<file path="config.mk">
export PLATFORM = sky130hd
export DESIGN_NAME = branch_update_queue_flat
export DESIGN_NICKNAME = d
export VERILOG_FILES = /design/src/rtl/branch_update_queue_pkg.sv /design/src/rtl/branch_update_queue_if.sv /design/src/rtl/branch_update_queue_fifo.sv /design/src/rtl/branch_update_queue.sv /design/src/flat_wrapper.sv
export SDC_FILE = /design/constraint.sdc
export NUM_CORES = 1
export LEC_CHECK = 0
export ABC_CLOCK_PERIOD_IN_PS = 4200
export CORE_MARGIN = 3
export CORE_UTILIZATION = 23
export CTS_CLUSTER_SIZE = 14
export DETAILED_ROUTE_END_ITERATION = 6
export HOLD_SLACK_MARGIN = 0.1
export MAX_ROUTING_LAYER = met4
export PLACE_DENSITY = 0.45
export SETUP_SLACK_MARGIN = 0.3
export SYNTH_ARGS = -nofsm -noshare
export SYNTH_HDL_FRONTEND = slang
export SYNTH_SLANG_ARGS = --single-unit
</file>
<file path="constraint.sdc">
create_clock -name clockIn -period 4.2 [get_ports clockIn]
set_clock_uncertainty 0.2 [all_clocks]
set_input_delay 0.84 -clock clockIn [delete_from_list [all_inputs] [get_ports clockIn]]
set_output_delay 0.84 -clock clockIn [all_outputs]
set_load 0.1 [all_outputs]
</file>
<file path="src/rtl/branch_update_queue_pkg.sv">
// Shared types for the branch-predictor update path: the queued update entry
// and the 2-bit saturating direction-counter encodings used by the predictor.
package branch_update_queue_pkg;

    localparam int XLEN = 32;

    typedef struct packed {
        logic [XLEN-1:0] pc;
        logic            taken;
    } updateEntry_t;

    localparam int ENTRY_W = $bits(updateEntry_t);

    typedef enum logic [1:0] {
        STRONG_NOT_TAKEN = 2'b00,
        WEAK_NOT_TAKEN   = 2'b01,
        WEAK_TAKEN       = 2'b10,
        STRONG_TAKEN     = 2'b11
    } predCounter_t;

    // Predictor-side counter step; kept beside the encodings so both ends agree.
    function automatic predCounter_t predCounterNext(input predCounter_t current,
                                                     input logic         resolvedTaken);
        predCounter_t nextValue;
        nextValue = current;
        if (resolvedTaken && current != STRONG_TAKEN) begin
            nextValue = predCounter_t'(current + 2'd1);
        end else if (!resolvedTaken && current != STRONG_NOT_TAKEN) begin
            nextValue = predCounter_t'(current - 2'd1);
        end
        return nextValue;
    endfunction

    function automatic logic predCounterTaken(input predCounter_t current);
        return current[1];
    endfunction

endpackage

</file>
<file path="src/rtl/branch_update_queue_if.sv">
// Commit-side and predictor-side handshake bundle of the branch update queue.
// The queue uses the slave view; the surrounding pipeline drives the master view.
interface branch_update_queue_if;
    import branch_update_queue_pkg::*;

    logic            commitValid;
    logic [XLEN-1:0] commitPc;
    logic            commitTaken;
    logic            commitPred;
    logic            commitReady;

    logic            readyIn;
    logic            updateValid;
    logic [XLEN-1:0] updateInstr;
    logic            taken;

    modport slave (
        input  commitValid,
        input  commitPc,
        input  commitTaken,
        input  commitPred,
        input  readyIn,
        output commitReady,
        output updateValid,
        output updateInstr,
        output taken
    );

    modport master (
        output commitValid,
        output commitPc,
        output commitTaken,
        output commitPred,
        output readyIn,
        input  commitReady,
        input  updateValid,
        input  updateInstr,
        input  taken
    );

endinterface

</file>
<file path="src/rtl/branch_update_queue_fifo.sv">
// Count-based FIFO of resolved-branch entries with a combinational head read.
// Storage is not reset; only pointers and occupancy are.
module branch_update_fifo
    import branch_update_queue_pkg::*;
#(
    parameter int DEPTH_WIDTH = 2
) (
    input  logic         clockIn,
    input  logic         resetIn,
    input  logic         wrEn,
    input  updateEntry_t wrData,
    input  logic         rdEn,
    output updateEntry_t headData,
    output logic         full,
    output logic         empty
);

    localparam int DEPTH = 1 << DEPTH_WIDTH;
    localparam logic [DEPTH_WIDTH:0] COUNT_FULL = {1'b1, {DEPTH_WIDTH{1'b0}}};

    updateEntry_t           mem [DEPTH];
    logic [DEPTH_WIDTH-1:0] wrPtr;
    logic [DEPTH_WIDTH-1:0] rdPtr;
    logic [DEPTH_WIDTH:0]   count;
    logic                   wrDo;
    logic                   rdDo;

    assign full  = (count == COUNT_FULL);
    assign empty = (count == '0);

    // Guard locally so a caller bug can never push into a full or pop an empty FIFO.
    assign wrDo = wrEn && !full;
    assign rdDo = rdEn && !empty;

    assign headData = empty ? '0 : mem[rdPtr];

    always_ff @(posedge clockIn or negedge resetIn) begin
        if (!resetIn) begin
            wrPtr <= '0;
            rdPtr <= '0;
            count <= '0;
        end else begin
            if (wrDo) begin
                wrPtr <= wrPtr + 1'b1;
            end
            if (rdDo) begin
                rdPtr <= rdPtr + 1'b1;
            end
            case ({wrDo, rdDo})
                2'b10:   count <= count + 1'b1;
                2'b01:   count <= count - 1'b1;
                default: count <= count;
            endcase
        end
    end

    always_ff @(posedge clockIn) begin
        if (wrDo) begin
            mem[wrPtr] <= wrData;
        end
    end

endmodule

</file>
<file path="src/rtl/branch_update_queue.sv">
// Producer side of the predictor update port: buffers committed conditional
// branches and drains one per ready cycle, with saturating branch/mispredict stats.
module branch_update_queue
    import branch_update_queue_pkg::*;
#(
    parameter int DEPTH_WIDTH = 2,
    parameter int STAT_WIDTH  = 32
) (
    input  logic                    clockIn,
    input  logic                    resetIn,
    branch_update_queue_if.slave    bus,
    input  logic                    statClear,
    output logic [STAT_WIDTH-1:0]   branchCount,
    output logic [STAT_WIDTH-1:0]   mispredCount
);

    logic                  fifoFull;
    logic                  fifoEmpty;
    logic                  enqAccept;
    logic                  deqAccept;
    logic                  isMispred;
    updateEntry_t          enqEntry;
    updateEntry_t          headEntry;
    logic [STAT_WIDTH-1:0] branchCountQ;
    logic [STAT_WIDTH-1:0] mispredCountQ;

    function automatic logic [STAT_WIDTH-1:0] satInc(input logic [STAT_WIDTH-1:0] value);
        return (&value) ? value : value + STAT_WIDTH'(1);
    endfunction

    // commitReady is pure state so the ROB never sees a path from readyIn.
    assign bus.commitReady = !fifoFull;
    assign bus.updateValid = !fifoEmpty;
    assign bus.updateInstr = headEntry.pc;
    assign bus.taken       = headEntry.taken;

    assign enqAccept = bus.commitValid && !fifoFull;
    assign deqAccept = !fifoEmpty && bus.readyIn;
    assign isMispred = (bus.commitPred != bus.commitTaken);
    assign enqEntry  = '{pc: bus.commitPc, taken: bus.commitTaken};

    branch_update_fifo #(
        .DEPTH_WIDTH (DEPTH_WIDTH)
    ) u_fifo (
        .clockIn  (clockIn),
        .resetIn  (resetIn),
        .wrEn     (enqAccept),
        .wrData   (enqEntry),
        .rdEn     (deqAccept),
        .headData (headEntry),
        .full     (fifoFull),
        .empty    (fifoEmpty)
    );

    // Clear takes priority over an increment landing on the same edge.
    always_ff @(posedge clockIn or negedge resetIn) begin
        if (!resetIn) begin
            branchCountQ  <= '0;
            mispredCountQ <= '0;
        end else if (statClear) begin
            branchCountQ  <= '0;
            mispredCountQ <= '0;
        end else if (enqAccept) begin
            branchCountQ <= satInc(branchCountQ);
            if (isMispred) begin
                mispredCountQ <= satInc(mispredCountQ);
            end
        end
    end

    assign branchCount  = branchCountQ;
    assign mispredCount = mispredCountQ;

endmodule

</file>
<file path="src/flat_wrapper.sv">
// flat-port wrapper written by rule: the top's interface ports become plain ports
module branch_update_queue_flat import branch_update_queue_pkg::*;
#(
    parameter int DEPTH_WIDTH = 2,
    parameter int STAT_WIDTH  = 32
)
  (clockIn, resetIn, statClear, branchCount, mispredCount, bus_commitValid, bus_commitPc, bus_commitTaken, bus_commitPred, bus_readyIn, bus_commitReady, bus_updateValid, bus_updateInstr, bus_taken);
  branch_update_queue_if bus_i ();
  input  logic clockIn;
  input  logic resetIn;
  input  logic statClear;
  output logic [STAT_WIDTH-1:0] branchCount;
  output logic [STAT_WIDTH-1:0] mispredCount;
  input wire logic [$bits(bus_i.commitValid)-1:0] bus_commitValid;
  input wire logic [$bits(bus_i.commitPc)-1:0] bus_commitPc;
  input wire logic [$bits(bus_i.commitTaken)-1:0] bus_commitTaken;
  input wire logic [$bits(bus_i.commitPred)-1:0] bus_commitPred;
  input wire logic [$bits(bus_i.readyIn)-1:0] bus_readyIn;
  output wire logic [$bits(bus_i.commitReady)-1:0] bus_commitReady;
  output wire logic [$bits(bus_i.updateValid)-1:0] bus_updateValid;
  output wire logic [$bits(bus_i.updateInstr)-1:0] bus_updateInstr;
  output wire logic [$bits(bus_i.taken)-1:0] bus_taken;
  assign bus_i.commitValid = bus_commitValid;
  assign bus_i.commitPc = bus_commitPc;
  assign bus_i.commitTaken = bus_commitTaken;
  assign bus_i.commitPred = bus_commitPred;
  assign bus_i.readyIn = bus_readyIn;
  assign bus_commitReady = bus_i.commitReady;
  assign bus_updateValid = bus_i.updateValid;
  assign bus_updateInstr = bus_i.updateInstr;
  assign bus_taken = bus_i.taken;
  branch_update_queue #(.DEPTH_WIDTH(DEPTH_WIDTH), .STAT_WIDTH(STAT_WIDTH)) u_core (.clockIn(clockIn), .resetIn(resetIn), .bus(bus_i), .statClear(statClear), .branchCount(branchCount), .mispredCount(mispredCount));
endmodule
</file>
==> impl_metrics.yaml, run 1 <==
min_path:
  hp-class: "in2async"
layout:
  seq_area_um2: 5742
  multi_input_area_um2: 3019
  insertedDiodeCount: 0
  final_util: 0.3055
  areaGrowthSynthToFinish_pct: 29.44
  finalNetCount: 834
  drive_gt1_frac: 0.1768
  num-fill-cells: 3877
synth:
  syn_area_per_cell_um2: 14.06
  yosysTopAreaCell: "edfxtp_1"
  synthMuxAreaShare: 0.09260
  syn-instance-count: 638
  syn_area_um2: 8972
  synth_xor_area_frac: 0.01171
  synth_top_family_by_area: "simple AND/OR/NAND/NOR gates"
  synthTopCellsByArea: "edfxtp_1 (44%), dfrtp_1 (20%), mux4_2 (8.3%), a21oi_1 (2.7%), and2_1 (2.5%)"
  synth_enable_flop_cells: 132
  ys.flop_type: "edfxtp_1"
  synth_top_area_frac: 0.4418
  synth_fa_ha_area_frac: 0.01199
  synth-compound-area-share: 0.07377
  synth.distinct_cells: 56
  syn-num-nets: 685
  async_reset_ff_frac: 0.3498
  yosys.area_share.simple: 0.1464
  ys_warn_count: 0
  ys_ff_latch: 203
  ys_seq_area_frac: 0.6398
grt:
  grt_pass1_wl_um: 36140
  track_usage: 0.1131
  overflow: 0
  grt_pass1_vias: 5993
  grt_max_degree: 72
  antenna_found_initial: 0
clock_tree:
  cts-resized-gates: 0
  cts_tree: "built"
  cts_hold_buffers: 0
  clock_path_buffers: 3
  clk_pin_slew_worst_paths_ps: 60
  htree_levels: 1
  root_buffer: "clkbuf_16"
  clk_latency_ps: 520
  post-cts-setup-buffer-count: 0
  cts_sinks: 203
  cts_buffers: 25
floorplanning:
  core-area_um2: 38020
  fp-row-count: 71
  dieWidth_um: 203.5
  die-area_um2: 41420
  io_pins: 138
  die_h_um: 203.5
  start_util: 0.2360
sta:
  setup_viol: 0
  relSlewSlack: 0.2972
  worst_pin_slew_ps: 1051
  fmax_mhz: 285.7
  hold_ws_ps: 266.3
  slew_violations: 0
  rsz0062_at_grt: "false"
  final.period_utilization: 0.8334
  hold_viol_final: 0
  setup_tns_ps: 0
  final.min_clock_period_ps: 3500
run:
  maxCapViolCount: 0
routing:
  dr.pass1.iters: 4
  vias: 5940
  viasPerCell: 4.521
  routed_wl_um: 22960
  drc: 0
  drt_iter0_markers: 275
  antenna_left: 0
  avgRoutedWirePerCell_um: 17.48
placed_design:
  place.gp.congestion: 0.7001
  dp_hpwl_um: 14450
  io_buffers: 137
worst_setup_path:
  r2r_end: "u_core.branchCount[25]$_DFFE_PN0P_"
  cp.required_ps: 3160
  arrival_ps: 2460
  start_kind: "flip-flop"
  endpoint_kind: "output port"
  path_class: "reg2out"
  crit_fanout: 8
  r2r_setup_slack_ps: 1300
  reg2reg_from: "u_core.branchCount[8]$_DFFE_PN0P_"
  ff2ff_path_depth: 6
run_status:
  outcome: "complete, no violations"
power_and_ir_drop:
  power_density_nw_per_um2: 718.6
  power_mw: 8.346
  power.leakage_nw: 3.972
  ir_worst_vdd_v: 0.0003575
## cells in the mapped netlist, drive strengths merged (13+ instances only)
master and count:
inv 14, nand4 23, o31ai 17, dfrtp 71, and2 37, nand3 22, or3 32, o21ai 34
nor2 20, or4 19, and3 13, clkbuf 17, nand2 23, edfxtp 132, a21oi 48, mux4 33
## where the power goes
group / internal (mW) / total, mW / leakage (nW) / switching (mW)
clock: 1.20 / 2.02 / 0.362 / 0.819
combinational: 0.965 / 3.75 / 1.43 / 2.79
sequential: 2.46 / 2.57 / 2.18 / 0.112
total: 4.63 / 8.35 / 3.97 / 3.72
## sequential cells by signal (all words and copies together) (netlist names)
register / count
u_core.u_fifo.mem: 132
u_core.mispredCount: 32
u_core.u_fifo.wrPtr: 2
u_core.branchCount: 32
u_core.u_fifo.rdPtr: 2
u_core.u_fifo.count: 3
## layout make-up
type,instances,share of cell area
sequential,203,0.4944
tap,511,0.05505
timing repair buffer,151,0.1213
multi-input combinational,392,0.2600
clock buffer,31,0.05581
clock inverter,12,0.008942
inverter,14,0.004525
## cell families (layout without fill, tap and decap cells)
kind of cell               Yosys count  after routing
muxes                               41             41
buffers and inverters               43            208
and+or+nand+nor                    220            220
AOI/OAI and AO/OA                  111            111
DFF                                203            203
xor gates and xnor gates            12             12
adders and majority gates            8              8
## critical path, cell delays in order, from the launching register on
cell and delay (ps):
dfrtp_1 420, or3b_1 500, clkdlybuf4s50_1 1020
## worst max path at each step
stage	startpoint	to	slack, ps	cells past startpoint
3_3_place_gp	bus_commitTaken	u_core.mispredCount[27]$_DFFE_PN0P_	740	7
3_5_place_dp	bus_commitTaken	u_core.mispredCount[26]$_DFFE_PN0P_	700	7
5_1_grt	u_core.u_fifo.rdPtr[0]$_DFFE_PN0P_	bus_taken	590	4
4_1_cts	u_core.u_fifo.rdPtr[0]$_DFFE_PN0P_	bus_taken	620	4
2_1_floorplan	u_core.u_fifo.count[0]$_DFFE_PN0P_	bus_updateInstr[22]	650	4
6_report	u_core.u_fifo.count[0]$_DFFE_PN0P_	bus_commitReady	700	2
## cells in the final DEF (no fill, tap or decap), types with 4 or more instances in the layout
cell               n
a21oi_1           48
and2_1            36
and3_1             6
and3_2             7
and4_1             5
buf_4             47
clkbuf_1           6
clkbuf_16         25
clkdlybuf4s50_1  101
clkinv_1           7
dfrtp_1           70
edfxtp_1         132
ha_1               7
inv_1             13
mux2_2             6
mux4_2            33
nand2_1           23
nand3_1           22
nand4_1           23
nor2_1            20
nor2b_1            7
nor3_1             5
nor4_1             4
o21ai_0           34
o31ai_1           17
or3_1             30
or4_1             18
xnor2_1            4
xor2_1             8
## layer usage
metal  global-route usage  wire length [um]  share of wire  vias to the layer above
met2               0.1686             10220           0.45                      154
met1               0.1567             10880           0.47                     2971
met3              0.02857              1425          0.062                       33
met5                    -                 0              0                        -
li1                     -                 -              -                     2782
met4              0.02483               435          0.019                        0
## through the flow
step | setup slack, ps | instances | instance area, um^2
6_report | 699.6 | 1314 | 11610
5_1_grt | 591.3 | 1314 | 11610
4_1_cts | 617.6 | 1314 | 11610
3_5_place_dp | 699.3 | 1271 | 10860
3_3_place_gp | 743.0 | 1271 | 10860
2_1_floorplan | 646.2 | 638 | 8972
No activity file was read; power rests on OpenSTA's default activity.
==> inputs of run 2 (changes only) <==
--- a/config.mk
+++ b/config.mk
@@ -5,14 +5,14 @@
 export SDC_FILE = /design/constraint.sdc
 export NUM_CORES = 1
 export LEC_CHECK = 0
-export ABC_CLOCK_PERIOD_IN_PS = 4200
+export ABC_CLOCK_PERIOD_IN_PS = 3200
 export CORE_MARGIN = 3
 export CORE_UTILIZATION = 23
 export CTS_CLUSTER_SIZE = 14
 export DETAILED_ROUTE_END_ITERATION = 6
 export HOLD_SLACK_MARGIN = 0.1
 export MAX_ROUTING_LAYER = met4
-export PLACE_DENSITY = 0.45
+export PLACE_DENSITY = 0.46
 export SETUP_SLACK_MARGIN = 0.3
 export SYNTH_ARGS = -nofsm -noshare
 export SYNTH_HDL_FRONTEND = slang
==> constraint.sdc (replaced) <==
create_clock -name clockIn -period 3.2 [get_ports clockIn]
set_clock_uncertainty 0.2 [all_clocks]
set_input_delay 0.64 -clock clockIn [delete_from_list [all_inputs] [get_ports clockIn]]
set_output_delay 0.64 -clock clockIn [all_outputs]
set_load 0.1 [all_outputs]
==> impl_metrics.yaml, run 2 (synthesized netlist as in run 1, its figures left out) <==
run_status:
  outcome: "complete, no violations"
clock_tree:
  clk_latency_ps: 510
  cts_sinks: 203
  clk_pin_slew_worst_paths_ps: 60
  htree_levels: 1
  cts_buffers: 25
  cts_tree: "built"
  clock_path_buffers: 3
  root_buffer: "clkbuf_16"
sta:
  hold_ws_ps: 286.1
  worst_pin_slew_ps: 1063
  rsz0062_at_grt: "true"
  final.period_utilization: 0.9090
  final.min_clock_period_ps: 2909
  hold_viol_final: 0
  relSlewSlack: 0.2910
  setup_tns_ps: 0
  fmax_mhz: 343.8
  setup_viol: 0
  slew_violations: 0
  setup_slack_ps: 291.2
run:
  maxCapViolCount: 0
floorplanning:
  core-area_um2: 38020
  die-area_um2: 41420
  fp-row-count: 71
  io_pins: 138
  die_h_um: 203.5
  start_util: 0.2360
  dieWidth_um: 203.5
grt:
  overflow: 0
  grt_pass1_vias: 6106
  track_usage: 0.1092
  antenna_found_initial: 0
  grt_pass1_wl_um: 35250
  grt_max_degree: 65
layout:
  layout_common_cells: "edfxtp_1 (132), buf_4 (78), dfrtp_1 (53), a21oi_1 (48), buf_12 (41)"
  mostFrequentLayoutCell: "edfxtp_1"
  finalNetCount: 840
  insertedDiodeCount: 0
  largest_register_ffs: 132
  final_util: 0.3175
  areaGrowthSynthToFinish_pct: 34.56
  drive_gt1_frac: 0.2975
  top_register: "u_core.u_fifo.mem"
  finalInstanceArea_um2: 12070
routing:
  avgRoutedWirePerCell_um: 16.85
  antenna_left: 0
  drc: 0
  routed_wl_um: 22260
  dr.pass1.iters: 4
  drt_iter0_markers: 274
  vias: 5993
  viasPerCell: 4.537
min_path:
  hp-class: "in2async"
worst_setup_path:
  ff2ff_path_depth: 5
  arrival_ps: 2070
  r2r_setup_slack_ps: 590
  reg2reg_from: "u_core.branchCount[25]$_DFFE_PN0P_"
  cp.required_ps: 2360
  path_class: "reg2out"
  r2r_end: "u_core.branchCount[10]$_DFFE_PN0P_"
  endpoint_kind: "output port"
  start_kind: "flip-flop"
  crit_fanout: 15
power_and_ir_drop:
  power_density_nw_per_um2: 1007
  ir_worst_vdd_v: 0.0004254
  power.leakage_nw: 4.296
placed_design:
  place.gp.congestion: 0.7375
  place_area_um2: 11220
  dp_hpwl_um: 14340
  place_worst_setup_slack_ps: 118.0
  io_buffers: 137
==> run 2: cell types whose count changed in the layout (fill, tap and decap cells not counted), sizes merged <==
| cell | previous run | this run |
|---|---|---|
| clkdlybuf4s50 | 101 | 36 |
| inv | 14 | 15 |
| bufinv | 2 | 3 |
| buf | 50 | 120 |
| clkbuf | 31 | 25 |
| clkinvlp | 1 | 4 |
| dlygate4sd3 | 0 | 1 |
| clkinv | 9 | 11 |
==> run 2: what timing repair did <==
action	4_1_cts	5_1_grt
hold buffers	1	0
gates resized for setup	2	1
pin swaps	0	0
endpoints found under the hold margin	71	0
buffers inserted	3	0
endpoints found under the setup margin	34	33
==> run 2: power by group <==
group	switching, mW	total [mW]	internal [mW]	leakage [nW]
Sequential	0.129	3.36	3.23	2.16
Combinational	3.86	6.05	2.19	1.75
Clock	1.08	2.75	1.67	0.389
Total	5.07	12.2	7.09	4.30
==> run 2: layout make-up <==
| type | instances | area, um^2 |
|---|---|---|
| inverters | 14 | 52.55 |
| clock buffers | 25 | 625.6 |
| flip-flops and latches | 203 | 5766 |
| repair buffers | 157 | 1782 |
| multi-input cells | 392 | 3025 |
| clock inverters | 19 | 182.7 |
| well taps | 511 | 639.4 |
| fillers | 3861 | 25950 |
==> run 2: how the worst max path moves through the flow <==
stage / start / end / slack, ps / cells after the start
after floorplan: u_core.branchCount[13]$_DFFE_PN0P_ / u_core.branchCount[24]$_DFFE_PN0P_ / 310 / 5
after global placement: bus_commitTaken / u_core.mispredCount[14]$_DFFE_PN0P_ / 150 / 7
after detailed placement: bus_commitTaken / u_core.mispredCount[14]$_DFFE_PN0P_ / 120 / 7
after CTS: u_core.u_fifo.rdPtr[0]$_DFFE_PN0P_ / bus_updateInstr[5] / 230 / 4
after global routing: u_core.u_fifo.rdPtr[0]$_DFFE_PN0P_ / bus_updateInstr[5] / 200 / 4
final: u_core.u_fifo.rdPtr[0]$_DFFE_PN0P_ / bus_updateInstr[5] / 290 / 4
==> run 2: stage by stage <==
step,power [mW],std cells
after floorplan,7.280,638
after global placement,9.516,1273
after detailed placement,9.530,1273
after CTS,12.38,1321
after global routing,12.66,1321
final,12.16,1321
==> run 2: metal layers <==
layer	share of wire	track usage	vias to the layer above
li1	-	-	2800
met1	0.45	0.1450	2991
met2	0.46	0.1714	169
met3	0.065	0.02634	33
met4	0.019	0.02360	0
met5	0	-	-
==> run 2: critical path: stages, from the launching register on <==
cell     delay (ps)
dfrtp_4         470
buf_12          190
mux4_2          520
and2_1          200
buf_12          170
